File: config.mk
export PLATFORM = sky130hd
export DESIGN_NAME = pipe_stage_reg
export DESIGN_NICKNAME = d
export VERILOG_FILES = /design/src/rtl/pipe_stage_pkg.sv /design/src/rtl/pipe_stage_reg.sv
export SDC_FILE = /design/constraint.sdc
export NUM_CORES = 1
export LEC_CHECK = 0
export CORE_ASPECT_RATIO = 0.75
export CORE_UTILIZATION = 55
export CTS_CLUSTER_SIZE = 14
export DETAILED_ROUTE_END_ITERATION = 10
export GPL_ROUTABILITY_DRIVEN = 0
export PLACE_DENSITY = 0.85
export RECOVER_POWER = 50
export SYNTH_ARGS = -nofsm -noshare
export SYNTH_HDL_FRONTEND = slang
export SYNTH_SLANG_ARGS = --single-unit
export TNS_END_PERCENT = 5
File: constraint.sdc
create_clock -name Clock -period 3 [get_ports Clock]
set_input_delay 0.45 -clock Clock [delete_from_list [all_inputs] [get_ports Clock]]
set_output_delay 0.45 -clock Clock [all_outputs]
set_load 0.02 [all_outputs]
File: src/rtl/pipe_stage_pkg.sv
// pipe_stage_pkg: shared state encoding and default widths for pipe_stage_reg
//
// Contents:
//   DATA_W_DEF    default payload width (operands, PC+4, instruction)
//   CTRL_W_DEF    default control-bundle width
//   stage_state_t EMPTY / ONE (head valid) / FULL (head + skid valid)
//   occ_of()      maps a state to its entry count
package pipe_stage_pkg;

    localparam int DATA_W_DEF = 32;
    localparam int CTRL_W_DEF = 16;

    typedef enum logic [1:0] {
        EMPTY = 2'd0,
        ONE   = 2'd1,
        FULL  = 2'd2
    } stage_state_t;

    function automatic logic [1:0] occ_of(input stage_state_t s);
        return (s == FULL) ? 2'd2 : (s == ONE) ? 2'd1 : 2'd0;
    endfunction

endpackage

File: src/rtl/pipe_stage_reg.sv
// pipe_stage_reg: valid/ready pipeline register with optional two-entry skid buffer
//
// Ports:
//   Clock      sole clock, rising edge
//   Reset      asynchronous, active-low; drops all entries, In_Ready low while asserted
//   Flush      synchronous kill of head and skid, discards a simultaneous accept
//   In_Valid   upstream presents an entry
//   In_Ready   this stage accepts an entry this cycle
//   In_Ctrl    upstream control bundle
//   In_Data    upstream payload
//   Out_Valid  head entry valid toward downstream
//   Out_Ready  downstream consumes the head entry this cycle
//   Out_Ctrl   head control bundle, forced to zero on a bubble
//   Out_Data   head payload, keeps its last value on a bubble
//   Occupancy  number of held entries (0..2), registered
module pipe_stage_reg
    import pipe_stage_pkg::*;
#(
    parameter int DATA_W  = DATA_W_DEF,
    parameter int CTRL_W  = CTRL_W_DEF,
    parameter int SKID_EN = 1
) (
    input  logic              Clock,
    input  logic              Reset,
    input  logic              Flush,
    input  logic              In_Valid,
    output logic              In_Ready,
    input  logic [CTRL_W-1:0] In_Ctrl,
    input  logic [DATA_W-1:0] In_Data,
    output logic              Out_Valid,
    input  logic              Out_Ready,
    output logic [CTRL_W-1:0] Out_Ctrl,
    output logic [DATA_W-1:0] Out_Data,
    output logic [1:0]        Occupancy
);

    localparam int ENT_W = CTRL_W + DATA_W;

    stage_state_t     state_q, state_d;
    logic [ENT_W-1:0] head_q, head_d, skid_q, skid_d;
    logic [1:0]       occ_q;
    logic             rdy_q;
    logic             accept, pop;

    // Without the skid slot, ready must look through to Out_Ready so a full
    // head can be replaced in the same cycle it drains; Reset gates it low.
    assign In_Ready  = (SKID_EN != 0) ? rdy_q : (Reset & ((state_q == EMPTY) | Out_Ready));
    assign accept    = In_Valid & In_Ready;
    assign Out_Valid = (state_q != EMPTY);
    assign pop       = Out_Valid & Out_Ready;
    assign Out_Ctrl  = Out_Valid ? head_q[ENT_W-1:DATA_W] : '0;
    assign Out_Data  = head_q[DATA_W-1:0];
    assign Occupancy = occ_q;

    always_comb begin
        state_d = state_q;
        head_d  = head_q;
        skid_d  = skid_q;
        unique case (state_q)
            EMPTY: begin
                if (accept) begin
                    state_d = ONE;
                    head_d  = {In_Ctrl, In_Data};
                end
            end
            ONE: begin
                if (accept && pop) begin
                    head_d = {In_Ctrl, In_Data};
                end else if (accept) begin
                    state_d = FULL;
                    skid_d  = {In_Ctrl, In_Data};
                end else if (pop) begin
                    state_d = EMPTY;
                end
            end
            FULL: begin
                if (pop) begin
                    state_d = ONE;
                    head_d  = skid_q;
                end
            end
            default: state_d = EMPTY;
        endcase
        // Flush wins over everything; a pop in the same cycle is already
        // consumed downstream, so nothing further is needed for it.
        if (Flush) begin
            state_d = EMPTY;
            head_d  = '0;
            skid_d  = '0;
        end
    end

    always_ff @(posedge Clock or negedge Reset) begin
        if (!Reset) begin
            state_q <= EMPTY;
            head_q  <= '0;
            skid_q  <= '0;
            occ_q   <= 2'd0;
            rdy_q   <= 1'b0;
        end else begin
            state_q <= state_d;
            head_q  <= head_d;
            skid_q  <= skid_d;
            occ_q   <= occ_of(state_d);
            rdy_q   <= (state_d != FULL);
        end
    end

endmodule

==> metrics.md, run 1 <==
| Metric | Value |
|---|---|
| R2r endpoint | `head_q[1]` |
| Clock root cell | `clkbuf_16` |
| Lkg Pwr | `approximately 0.0026 uW` |
| ANT nets after route | `0` |
| DR top layer | `met4` |
| Reg2reg start | `state_q[0]` |
| Post-synth top cells | `101 x dfrtp_1, 48 x a21oi_1, 48 x a22o_1, 48 x mux2i_1, 33 x buf_4` |
| H-Tree Depth | `3` |
| Crit. End Element | `output port` |
| Worst setup path class | `reg -> out` |
| CP Launch Type | `register` |
| R2R Setup Slk | `around 0.31 ns` |
| First-pass GRT wire length | `about 19000 um` |
| Fillcell total | `618` |
| Slew Limit Fails | `0` |
| Initial Utilization | `0.578` |
| CTS tree | `done` |
| Final TNS setup | `0 ns` |
| Count leader, synth | `dfrtp_1` |
| Top post-synthesis cells by area | `dfrtp_1 51%, mux2i_1 9.7%, a22o_1 8.5%` |
| Core area | `between 8000 and 9000 sq um` |
| Tmin final | `2.82 ns` |
| Vias in the first global route | `3633` |
| Synth Area in Adders | `0.0123` |
| Number of synthesized flops with an enable pin | `0` |
| Critical path's slowest cell | `clkdlybuf4s50_1` |
| Depth of the most critical reg-to-reg path | `6` |
| CTS Hold Buffers Added | `0` |
| Yosys top cell by area | `dfrtp_1` |
| Nets | `between 500 and 600` |
| Multi-input logic area | `between 2000 and 2500 sq um` |
| Synthesized instance count | `a little over 400` |
| Final Hold Violating Endpoints | `0` |
| RSZ-0062 raised after global routing | `no` |
| Worst Skew | `approximately 0.0063 ns` |
| Initial antenna violation count | `0` |
| CP bufs+invs | `3` |
| Seq cells post-synth | `slightly above 100` |
| Util after Layout | `0.710` |
| Critical path endpoint | `Out_Ctrl[6]` |
| Yosys top cell area share | `0.509` |
| Vias per cell | `6.12` |
| Critical Path Stages | `5` |
| Worst setup path startpoint | `state_q[0]` |
| First-pass detailed-route iteration total | `8` |
| # IOs | `between 100 and 150` |
| Post-cts resize count | `0` |
| Synth Area in Compound Gates | `0.241` |
| Number of port buffers | `104` |
| Max Cap Viol | `0` |
| Syn_nets | `468` |
| Metal1 wirelength | `about 5400 um` |
| Status | `finished with violations` |
| Vias | `~3500` |
| Routed wire length per instance | `20.3 um` |
| Overall routing resource usage | `0.259` |
| Synth Area in Simple Gates | `0.0436` |
| Synthesized area | `4970 sq um` |
| DR WL met2 | `5540 um` |
| DRT Wirelength | `~12000 um` |
| Final setup fails | `0` |
| Post-synthesis mux area share | `0.0967` |
| Avg Cell Area, Syn | `roughly 12 sq um` |
| Share of cells above drive strength 1 | `0.126` |
| Failing checks | `design-rule violations` |
| Post-synth ARST share | `1.00` |
| Largest family of logic cells by synthesized area | `compound AO/OA/AOI/OAI gates` |
| Pwr dens | `between 800 and 900 nW/um^2` |
| XOR/XNOR Fraction of Synth Area | `0.00176` |
| Crit path cell chain | `inv_1, ha_1, buf_4, nor2b_1, clkdlybuf4s50_1` |
| Min-Delay Path Class | `in -> async` |
| Clock Latency Late Sink | `about 0.34 ns` |
| Remaining global-route overflow | `0` |
| Worst rel slew slack | `0.130` |
| Synth warnings | `0` |
| Arrival time worst endpoint | `2.37 ns` |
| Initial DRC count | `267` |
| Layout Area Growth over Synthesis | `23.0%` |
| Sequential area share after synthesis | `0.509` |
| Main synth FF type | `dfrtp_1` |
| Met3 wire length | `roughly 730 um` |
| Worst slew pin tran | `approximately 1.3 ns` |
| Fin crit share | `0.940` |
| CTS Sinks | `101` |
| Delay-heaviest family, CP | `buffers and inverters` |
| Peak supply drop | `roughly 530 uV` |
| Setup repair bufs after CTS | `0` |
| Distinct cells, synth | `35` |
| Std cell rows | `29` |
| Die width | `112 um` |
| CP max stage delay | `0.63 ns` |
| DP HPWL | `just over 7000 um` |
| CTS buffer count | `9` |
| CP Data Required Time | `around 2.6 ns` |
| Worst-path maximum fanout | `13` |
| Highest clock rate | `0.355 GHz` |
| # diodes | `0` |
| Reg clk slew, reported paths | `~0.07 ns` |
| CTS max path bufs | `2` |
| Drc violations | `8` |
| Register area | `~2500 sq um` |
| DIE AREA | `approximately 9400 sq um` |
| Largest net degree at the start of global routing | `54` |
| Die Y | `roughly 84 um` |
[cell families after synthesis]
kind of cell | after synthesis
simple gates | 31
flops | 101
mux | 48
buf+inv | 74
fa+ha+maj | 5
xor+xnor | 1
compound gates | 151
[worst min path at each step]
| stage | startpoint | end | slack (ns) | cells past startpoint |
|---|---|---|---|---|
| after floorplan | Reset | In_Ready | 0.15 | 0 |
| after global placement | skid_q[38] | skid_q[38] | 0.49 | 1 |
| after detailed placement | skid_q[18] | skid_q[18] | 0.49 | 1 |
| after CTS | Reset | skid_q[33] | 0.17 | 1 |
| after global routing | Reset | skid_q[33] | 0.51 | 1 |
| final | Reset | head_q[29] | 0.39 | 1 |
[layout by cell type (no fill, tap or decap), drive strengths merged, types with 2 or more instances in the layout]
| master | count |
|---|---|
| bufinv | 2 |
| dlygate4sd3 | 26 |
| o21ai | 2 |
| clkdlybuf4s50 | 76 |
| a22o | 48 |
| buf | 9 |
| inv | 3 |
| clkbuf | 14 |
| and2 | 3 |
| nand2b | 2 |
| mux2i | 48 |
| nand3 | 2 |
| clkinv | 2 |
| ha | 4 |
| nor2b | 16 |
| nand2 | 2 |
| a211oi | 48 |
| a21oi | 48 |
| dfrtp | 101 |
[worst register-to-register path, delay by kind of cell (launching register included)]
| family | cells | cell delay, ns |
|---|---|---|
| buffers and inverters | 1 | 0.13 |
| AOI/OAI and AO/OA | 2 | 0.63 |
| and+or+nand+nor | 2 | 0.93 |
| adders and majority gates | 1 | 0.41 |
| DFF | 1 | 0.43 |
[power breakdown]
part	internal [uW]	total, uW	switching [uW]
clock network	774	1270	494
registers	1660	1840	184
logic	843	2000	1160
total	3280	5110	1830
[layer usage]
layer,GRT usage,vias up
met5,0,-
met3,0.0708,8
li1,-,1595
met1,0.370,1819
met2,0.404,107
met4,0.0455,0
[per-stage QoR]
stage	std cells	worst slack, ns	hold slack [ns]	cell area (sq um)	total power (uW)
floorplan	411	1.18	0.154	4970	3390
global placement	561	0.538	0.487	5800	3850
detailed placement	561	0.394	0.491	5800	3900
CTS	577	0.190	0.169	6130	5180
global route	577	0.0850	0.510	6110	5360
finish	577	0.180	0.392	6110	5110
[registers in the layout, indices dropped and copies added (netlist names)]
signal / flops
In_Ready: 1
state_q: 2
Occupancy: 2
head_q: 48
skid_q: 48
[layout make-up]
class	count	share of cell area
clock buffers	12	0.0420
clock inverters	4	0.0115
inverters	3	0.00184
multi-input cells	236	0.327
flip-flops and latches	101	0.414
well taps	108	0.0221
repair buffers	113	0.181
(Power assumes the default switching activity.)
==> run 2, diff against run 1 <==
Settings changed: PLACE_DENSITY 0.85 to 0.86, SKIP_CTS_REPAIR_TIMING set to 1.
==> run 2 against run 1 <==
The run still ends with design-rule violations left. Cell count grew 0.52%. Hold slack lost 0.030 ns. Sequential share of layout area is essentially flat.
==> metrics.md, run 2 (synthesis results as in run 1) <==
| Metric | Value |
|---|---|
| Final WS setup | `approximately 0.25 ns` |
| ANT nets after route | `0` |
| Worst Skew | `between 0.005 and 0.006 ns` |
| Initial DRC count | `348` |
| CTS buffer count | `9` |
| Depth of the most critical reg-to-reg path | `8` |
| Fillcell total | `between 500 and 600` |
| Final setup fails | `0` |
| Routed wire length per instance | `~20 um` |
| Pre-CTS setup slack | `between 0.4 and 0.5 ns` |
| Final Hold Violating Endpoints | `0` |
| Overall Power | `5040 uW` |
| Status | `finished with violations` |
| Clock Latency Late Sink | `0.34 ns` |
| Worst rel slew slack | `0.138` |
| Min-Delay Path Class | `in -> async` |
| Clock root cell | `clkbuf_16` |
| Overall routing resource usage | `0.268` |
| H-Tree Depth | `3` |
| Failing checks | `design-rule violations` |
| Vias in the first global route | `3723` |
| Initial antenna violation count | `1` |
| Max Cap Viol | `0` |
| First-pass GRT wire length | `a little under 20000 um` |
| Worst setup path class | `reg -> out` |
| Highest clock rate | `roughly 0.36 GHz` |
| Core area | `8600 sq um` |
| Peak supply drop | `411 uV` |
| RSZ-0062 raised after global routing | `no` |
| CP Data Required Time | `between 2 and 3 ns` |
| Largest net degree at the start of global routing | `54` |
| Pwr dens | `825 nW/um^2` |
| Share of cells above drive strength 1 | `0.130` |
| Util after Layout | `0.711` |
| DRT Wirelength | `~12000 um` |
| Tmin final | `approximately 2.8 ns` |
| Crit. End Element | `output port` |
| CTS Sinks | `101` |
| Critical path's slowest cell | `clkdlybuf4s50_1` |
| Worst-path maximum fanout | `17` |
| DIE AREA | `~9400 sq um` |
| # IOs | `between 100 and 150` |
| Std cell rows | `29` |
| Drc violations | `7` |
| Slew Limit Fails | `0` |
| Remaining global-route overflow | `0` |
| First-pass detailed-route iteration total | `7` |
| Number of port buffers | `between 100 and 150` |
| Top flop regs | `head_q (48), skid_q (48)` |
| Lkg Pwr | `0.00257 uW` |
| CP max stage delay | `roughly 0.64 ns` |
| Die width | `~110 um` |
| CP Launch Type | `register` |
| Commonest cells after routing, fill and taps aside | `101 x dfrtp_1, 76 x clkdlybuf4s50_1, 48 x mux2i_1, 48 x a21oi_1, 48 x a22o_1` |
| Layout Area Growth over Synthesis | `23.1%` |
| Die Y | `~84 um` |
| DP HPWL | `about 7600 um` |
| CTS tree | `done` |
| Arrival time worst endpoint | `2.30 ns` |
| Vias per cell | `6.16` |
| CTS max path bufs | `2` |
| Post-DP Area | `approximately 6000 sq um` |
| Most common cell after layout, fill and taps aside | `dfrtp_1` |
| Nets | `523` |
| Crit path cell chain | `inv_1, ha_1, buf_4, nor2b_1, clkdlybuf4s50_1` |
| Initial Utilization | `0.578` |
| Vias | `about 3600` |
| Final instance area | `6120 sq um` |
| Worst slew pin tran | `1.29 ns` |
| Fin crit share | `0.917` |
| Final TNS setup | `0 ns` |
| Reg clk slew, reported paths | `roughly 0.07 ns` |
==> run 2: per-stage QoR <==
stage | instances | hold slack (ns)
floorplan | 411 | 0.154
global placement | 563 | 0.487
detailed placement | 563 | 0.492
CTS | 579 | 0.154
global route | 580 | 0.405
finish | 580 | 0.362
==> run 2: power breakdown <==
part	leakage, uW	switching [uW]	internal, uW
clock	0.000146	506	672
combinational	0.00106	1160	861
sequential	0.00136	185	1660
==> run 2: final timing paths <==
kind	from	endpoint	slack, ns
max	state_q[1]	Out_Ctrl[11]	0.25
min	Reset	head_q[3]	0.36
max reg2reg	state_q[0]	head_q[17]	0.41
min reg2reg	skid_q[18]	skid_q[18]	0.51
max in group asynchronous	Reset	head_q[17]	0.75
min in group Clock	Flush	Occupancy[0]	0.40
==> run 2: cell type report <==
class	instances	area [sq um]	share of cell area
diodes	1	2.50	0.000409
clock buffers	11	243	0.0397
clock inverters	5	60.1	0.00982
inverters	3	11.3	0.00184
multi-input cells	236	2000	0.327
flip-flops and latches	101	2530	0.413
well taps	108	135	0.0221
repair buffers	115	1140	0.186
==> run 2: metal layers <==
| layer | routed length [um] | track usage | vias up |
|---|---|---|---|
| met2 | 5840 | 0.425 | 128 |
| met5 | 0 | 0 | - |
| met3 | 704 | 0.0570 | 18 |
| met4 | 211 | 0.0848 | 0 |
| met1 | 5160 | 0.371 | 1817 |
| li1 | - | - | 1609 |
==> run 2: worst max-delay path: cells and delay by family (launching register included) <==
family / cells / cell delay (ns)
adders and majority gates: 1 / 0.27
DFF: 1 / 0.49
buffers and inverters: 3 / 0.99
and+or+nand+nor: 1 / 0.21
